File: config.mk
export PLATFORM = sky130hd
export DESIGN_NAME = timer_disp_sel
export DESIGN_NICKNAME = d
export VERILOG_FILES = /design/src/rtl/timer_disp_sel.sv
export SDC_FILE = /design/constraint.sdc
export NUM_CORES = 1
export LEC_CHECK = 0
export BUFFER_PORTS_ARGS = -buffer_cell sky130_fd_sc_hd__buf_2
export CAP_MARGIN = 15
export CORE_MARGIN = 4
export CORE_UTILIZATION = 29
export DETAILED_ROUTE_END_ITERATION = 8
export MAX_ROUTING_LAYER = met4
export PLACE_DENSITY = 0.63
export SLEW_MARGIN = 0
export SYNTH_ARGS = -nofsm -noshare
export SYNTH_HDL_FRONTEND = slang
export SYNTH_SLANG_ARGS = --single-unit
File: constraint.sdc
create_clock -name clk -period 1.95 [get_ports clk]
set_input_delay 0.39 -clock clk [delete_from_list [all_inputs] [get_ports clk]]
set_output_delay 0.39 -clock clk [all_outputs]
set_load 0.01 [all_outputs]
File: src/rtl/timer_disp_sel.sv
// N-channel display selector: hold > round-robin scan > direct select, with
// registered outputs that can be frozen for lap display.
module timer_disp_sel #(
  parameter  int NCH        = 4,
  parameter  int W          = 8,
  parameter  int SCAN_TICKS = 4,
  localparam int CHW        = $clog2(NCH)
) (
  input  logic               clk,
  input  logic               rst_n,
  input  logic [NCH*W-1:0]   secs_in,
  input  logic [NCH*W-1:0]   mins_in,
  input  logic [NCH-1:0]     sel,
  input  logic               hold,
  input  logic [CHW-1:0]     hold_ch,
  input  logic               scan_en,
  input  logic               freeze,
  output logic [W-1:0]       secs,
  output logic [W-1:0]       mins,
  output logic [NCH-1:0]     led,
  output logic [CHW-1:0]     cur_ch,
  output logic               valid
);

  localparam int          TW    = (SCAN_TICKS > 1) ? $clog2(SCAN_TICKS) : 1;
  localparam int unsigned NCH_U = NCH;

  logic [TW-1:0]  tcnt_q, tcnt_d;
  logic [CHW-1:0] scan_idx_q, scan_idx_d;
  logic [W-1:0]   secs_q, secs_d, mins_q, mins_d;
  logic [NCH-1:0] led_q, led_d;
  logic [CHW-1:0] cur_ch_q, cur_ch_d;
  logic           valid_q, valid_d;

  logic           show;
  logic [CHW-1:0] ch;

  // Channel choice by priority; an out-of-range hold index blanks the display.
  always_comb begin
    show = 1'b0;
    ch   = '0;
    if (hold) begin
      if (32'(hold_ch) < NCH_U) begin
        show = 1'b1;
        ch   = hold_ch;
      end
    end else if (scan_en) begin
      show = 1'b1;
      ch   = scan_idx_q;
    end else begin
      for (int unsigned k = 0; k < NCH_U; k++) begin
        if (sel[k] && !show) begin
          show = 1'b1;
          ch   = CHW'(k);
        end
      end
    end
  end

  // Scan counters pause under hold and clear whenever scan is disabled.
  always_comb begin
    tcnt_d     = tcnt_q;
    scan_idx_d = scan_idx_q;
    if (!scan_en) begin
      tcnt_d     = '0;
      scan_idx_d = '0;
    end else if (!hold) begin
      if (tcnt_q == TW'(SCAN_TICKS - 1)) begin
        tcnt_d     = '0;
        scan_idx_d = (scan_idx_q == CHW'(NCH - 1)) ? '0 : scan_idx_q + CHW'(1);
      end else begin
        tcnt_d = tcnt_q + TW'(1);
      end
    end
  end

  always_comb begin
    secs_d   = secs_q;
    mins_d   = mins_q;
    led_d    = led_q;
    cur_ch_d = cur_ch_q;
    valid_d  = valid_q;
    if (!freeze) begin
      secs_d   = '0;
      mins_d   = '0;
      led_d    = '1;
      cur_ch_d = '0;
      valid_d  = 1'b0;
      if (show) begin
        secs_d   = secs_in[ch*W +: W];
        mins_d   = mins_in[ch*W +: W];
        led_d    = ~(NCH'(1) << ch);
        cur_ch_d = ch;
        valid_d  = 1'b1;
      end
    end
  end

  always_ff @(posedge clk or negedge rst_n) begin
    if (!rst_n) begin
      tcnt_q     <= '0;
      scan_idx_q <= '0;
      secs_q     <= '0;
      mins_q     <= '0;
      led_q      <= '1;
      cur_ch_q   <= '0;
      valid_q    <= 1'b0;
    end else begin
      tcnt_q     <= tcnt_d;
      scan_idx_q <= scan_idx_d;
      secs_q     <= secs_d;
      mins_q     <= mins_d;
      led_q      <= led_d;
      cur_ch_q   <= cur_ch_d;
      valid_q    <= valid_d;
    end
  end

  assign secs   = secs_q;
  assign mins   = mins_q;
  assign led    = led_q;
  assign cur_ch = cur_ch_q;
  assign valid  = valid_q;

endmodule
==> impl_metrics.yaml, run 1 <==
run_status:
  status: "finished, final reports clean"
cells_and_area:
  antennaDiodeCount: 0
  area_growth_pct: 43.97
  nets: 325
  final_layout_size_suffix_gt1_share_pct: 48.18
cts:
  insertion_delay_ns: 0.27
  cts_tree: "done"
  cts_setup_buffers: 0
  clock-sinks: 27
  cts_hold_buf: 0
  cts.path.max_buffers: 2
  cts-htree-levels: 1
  clockRootBuffer: "clkbuf_8"
  cts_resized: 0
  cts_buffers: 3
  path_clk_slew_ns: 0.09
timing:
  min_period_ns: 1.725
  setup_viol: 0
  slew_headroom_pct: 59.58
  rsz0062_at_grt: "no"
  hold_ws_ns: 0.1199
  fmax_mhz: 579.6
  min_period_over_period_pct: 88.47
  finalMaxSlewViolations: 0
  fin_skew_ns: 0.004098
  finalHoldViolCount: 0
  worst_pin_slew_ns: 0.6063
place:
  port_buffers: 97
  hpwl_mm: 3.355
  gp_congestion: 0.7328
yosys:
  synth_seq_cells: 27
  synth.top_cell.area_share_pct: 36.98
  netlist-cell-type-count: 25
  yosys.area.top_type: "dfrtp_1"
  synth_edf_count: 0
  yosysMostFrequentCell: "mux2i_1"
  avgSynthCellArea_sq_um: 10.81
  netlist_area_sq_um: 1556
  synth_cells: 144
  synth_top_flop_cell: "dfrtp_1"
  syn-num-nets: 221
  synth_warnings: 0
  ys_async_sr_fraction_pct: 100.0
  synthTopCellsByArea: "dfrtp_1, mux2i_1, o221ai_1"
  synth_common_cells: "mux2i_1, dfrtp_1, nand2_1"
  ys_seq_area_share_pct: 43.73
grt:
  grt_pass1_vias: 1416
  grt_max_degree: 28
  grt_usage_pct: 13.24
  antenna_found_initial: 0
  grt_pass1_wl_mm: 6.555
  overflow: 0
critical_path:
  crit_path_end_kind: "flop"
  r2r_end: "secs[4]"
  critPathCapture: "secs[4]"
  reg2reg_from: "scan_idx_q[1]"
  arrival_ns: 1.87
  startpoint: "scan_en"
  worst_ep_required_time_ns: 2.09
  critical_path.startpoint_type: "input pin"
  rrSetupSlack_ns: 0.54
  cp_max_fo: 20
  critPathKind: "input pin to flop"
  r2r_cells: 5
run:
  max-cap-violations: 0
die:
  io_pins: 98
  dieHeight_um: 81.26
  start_util_pct: 30.28
  dieArea_sq_um: 6603
  core_area_sq_um: 5140
  num_rows: 26
  die_w_um: 81.26
drt:
  dr.pass1.iters: 4
  wl_per_cell_um: 13.55
  viasPerCell: 4.729
  ant_nets: 0
  dr_total_vias: 1499
  drt_iter0_drc: 35
  drc_errors: 0
  drt_wl_total_mm: 4.294
pwr:
  vdd_ir_drop_max_mv: 0.4042
  p_leak_nw: 1.219
  powerDensity_nw_per_um2: 613.9
  finalPower_w: 0.001376
hold_path:
  hp-class: "input pin to async pin"
==> critical path: stages <==
cell	delay, ns
buf_2	0.11
or4_1	0.54
o221a_2	0.34
buf_12	0.18
mux2i_1	0.17
o221ai_1	0.13
==> per-stage QoR <==
stage / instances / worst slack [ns] / TNS, ns / util (%) / instance area, sq um
detailed placement: 313 / -0.07962 / -0.8476 / 42.72 / 2196
CTS: 317 / 0.2250 / 0 / 43.60 / 2241
finish: 317 / 0.2248 / 0 / 43.60 / 2241
floorplan: 144 / 0.07561 / 0 / - / 1556
global route: 317 / 0.1223 / 0 / 43.60 / 2241
global placement: 313 / -0.04082 / -0.3244 / 42.72 / 2196
==> cell families after synthesis <==
| kind of cell | after synthesis | synth area share (%) |
|---|---|---|
| and+or+nand+nor | 38 | 11.82 |
| muxes | 36 | 23.23 |
| AOI/OAI and AO/OA | 30 | 14.87 |
| DFF | 27 | 43.73 |
| buffers and inverters | 11 | 4.743 |
| adders and majority gates | 2 | 1.607 |
==> layer usage <==
metal,GRT usage (%),share of wire [%]
met4,4.054,0.65
met1,16.07,43
met2,22.07,48
met3,2.661,8.2
met5,-,0
==> flip-flops by register name, summed over array words and instances (netlist names) <==
register and flops:
led 4, scan_idx_q 2, secs 8, cur_ch 2
tcnt_q 2, valid 1, mins 8
==> cell usage in the layout, fill, tap and decap left out, drive strengths merged <==
| master | Yosys | final |
|---|---|---|
| o21a | 3 | 3 |
| mux2 | 1 | 1 |
| or4 | 1 | 1 |
| clkbuf | 3 | 4 |
| buf | 6 | 108 |
| ha | 2 | 2 |
| inv | 2 | 2 |
| or3 | 1 | 1 |
| a21oi | 4 | 4 |
| o22a | 2 | 2 |
| dfstp | 4 | 4 |
| o21ai | 4 | 4 |
| nor2b | 6 | 6 |
| nand3 | 1 | 1 |
| nor3 | 2 | 2 |
| o221a | 1 | 1 |
| dfrtp | 23 | 23 |
| o221ai | 16 | 16 |
| nor4 | 1 | 1 |
| nand2 | 22 | 22 |
| nor2 | 3 | 3 |
| nand4 | 1 | 1 |
| mux2i | 35 | 35 |
==> worst min-delay path by stage <==
stage,end,cells after the start
floorplan,cur_ch[0],0
global placement,cur_ch[0],1
detailed placement,cur_ch[0],1
CTS,mins[0],1
global route,mins[0],1
finish,cur_ch[0],1
==> final cells by class <==
class	instances	area, sq um
flip-flops and latches	27	680.7
repair buffers	108	618.1
inverters	2	7.507
well taps	70	87.58
multi-input cells	106	802.0
clock buffers	4	45.04
fillers	524	2899
==> report_power, final <==
group	total, W	switching, W	internal (W)
Combinational	0.000400	0.000192	0.000207
Clock	0.000314	0.000168	0.000146
Sequential	0.000662	0.0000332	0.000629
Note: power is estimated with default switching activity, not from simulation.
==> run 2: changes to the inputs <==
--- a/config.mk
+++ b/config.mk
@@ -7,3 +7,2 @@
 export LEC_CHECK = 0
-export BUFFER_PORTS_ARGS = -buffer_cell sky130_fd_sc_hd__buf_2
 export CAP_MARGIN = 15
@@ -12,4 +11,5 @@
 export DETAILED_ROUTE_END_ITERATION = 8
+export DONT_BUFFER_PORTS = 1
 export MAX_ROUTING_LAYER = met4
-export PLACE_DENSITY = 0.63
+export PLACE_DENSITY = 0.48
 export SLEW_MARGIN = 0
==> constraint.sdc (replaced) <==
create_clock -name clk -period 1.9 [get_ports clk]
set_input_delay 0.38 -clock clk [delete_from_list [all_inputs] [get_ports clk]]
set_output_delay 0.38 -clock clk [all_outputs]
set_load 0.005 [all_outputs]
==> impl_metrics.yaml, run 2 (synthesis gave the netlist of run 1 again) <==
timing:
  finalWorstSetupSlack_ns: 0.2601
  fmax_mhz: 609.8
  setup_viol: 0
  finalMaxSlewViolations: 0
  min_period_over_period_pct: 86.31
  slew_headroom_pct: 81.52
  finalHoldViolCount: 0
  min_period_ns: 1.640
  worst_pin_slew_ns: 0.2769
  rsz0062_at_grt: "no"
  fin_skew_ns: 0.001693
critical_path:
  critPathKind: "input pin to flop"
  critical_path.startpoint_type: "input pin"
  crit_path_end_kind: "flop"
  reg2reg_from: "scan_idx_q[1]"
  arrival_ns: 1.79
  startpoint: "scan_en"
  worst_ep_required_time_ns: 2.05
  cp_max_fo: 36
drt:
  ant_nets: 0
  drc_errors: 0
  met2_length_mm: 2.123
  drt_wl_total_mm: 4.017
  wl_met3_um: 297
  viasPerCell: 5.512
  dr_total_vias: 1185
  dr.max_layer_used: "met4"
  met1_length_mm: 1.524
  dr.pass1.iters: 4
  wl_per_cell_um: 18.68
  drt_iter0_drc: 29
cells_and_area:
  final_util_pct: 33.23
  antennaDiodeCount: 0
  final_layout_size_suffix_gt1_share_pct: 11.03
  area_growth_pct: 9.727
  fill_cells: 551
  final_cell_mix: "mux2i_1, dfrtp_1, nand2_1"
  nets: 223
  layout_commonest_cell: "mux2i_1"
  final_cells: 215
cts:
  cts_hold_buf: 2
  clockRootBuffer: "clkbuf_8"
  cts_tree: "done"
  cts_setup_buffers: 0
  cts_buffers: 3
  insertion_delay_ns: 0.27
  clock-sinks: 27
  cts-htree-levels: 1
  cts.path.max_buffers: 2
  cts_resized: 0
  path_clk_slew_ns: 0.09
pwr:
  pwr-share-clk_pct: 26.2
  combPwrFrac_pct: 17.3
  powerDensity_nw_per_um2: 727.6
  vdd_ir_drop_max_mv: 0.2717
  p_switching_w: 0.0003363
  sequentialPowerShare_pct: 56.5
  p_sw_share_pct: 27.06
  p_leak_nw: 0.8056
  intPower_w: 0.0009064
grt:
  overflow: 0
  grt_pass1_vias: 1240
  grt_pass1_wl_mm: 6.044
  grt_usage_pct: 12.38
  grt_max_degree: 37
  antenna_found_initial: 0
die:
  core_area_sq_um: 5140
  io_pins: 98
  num_rows: 26
  dieHeight_um: 81.26
  start_util_pct: 30.28
  die_w_um: 81.26
  dieArea_sq_um: 6603
place:
  hpwl_mm: 3.090
  dpl_worst_slack_ns: -0.04099
  dp_cells: 209
  gp_congestion: 0.7134
  port_buffers: 0
run:
  max-cap-violations: 0
hold_path:
  hold_start: "freeze"
  hp-class: "input pin to flop"
run_status:
  status: "finished, final reports clean"
[run 2: worst paths after layout]
path,end,slack (ns),cells past startpoint
min in group asynchronous,tcnt_q[1],0.53,2
hold reg to reg,led[3],0.49,2
max in group asynchronous,led[1],1.14,2
hold / removal,led[2],0.15,1
setup / recovery,secs[3],0.26,5
setup reg to reg,secs[3],0.42,5
[run 2: critical path, stage by stage]
cell and delay [ns]:
or4_1 0.54, o221a_2 0.31, buf_12 0.19, mux2i_1 0.21
o221ai_1 0.13
[run 2: per-stage QoR]
step                TNS (ns)  cell area [sq um]  power (W)  hold slack, ns
floorplan                  0               1556  0.0008709         0.08441
finish                     0               1708   0.001243          0.1545
CTS                        0               1708   0.001272          0.1445
detailed placement   -0.2449               1633  0.0009180         0.08517
global route               0               1708   0.001326          0.1386
global placement           0               1633  0.0009057         0.08523
[run 2: power groups by stage]
stage	registers, W	logic, W	clock network, W
5_1_grt	0.000711	0.000245	0.000370
6_report	0.000702	0.000215	0.000325
3_5_place_dp	0.000716	0.000202	0
3_3_place_gp	0.000714	0.000192	0
2_1_floorplan	0.000695	0.000176	0
4_1_cts	0.000705	0.000221	0.000346
[run 2: metal layers]
layer  up-vias  global-route usage [%]
li1        543                       -
met1       583                   13.33
met2        53                   21.74
met3         6                   1.885
met4         0                   6.588
met5         -                       -
[run 2: cell type report]
class / count / area, sq um / area share, %
repair buffers: 6 / 85.08 / 4.982
well taps: 70 / 87.58 / 5.128
inverters: 2 / 7.507 / 0.4396
flip-flops and latches: 27 / 680.7 / 39.85
clock buffers: 4 / 45.04 / 2.637
multi-input cells: 106 / 802.0 / 46.96
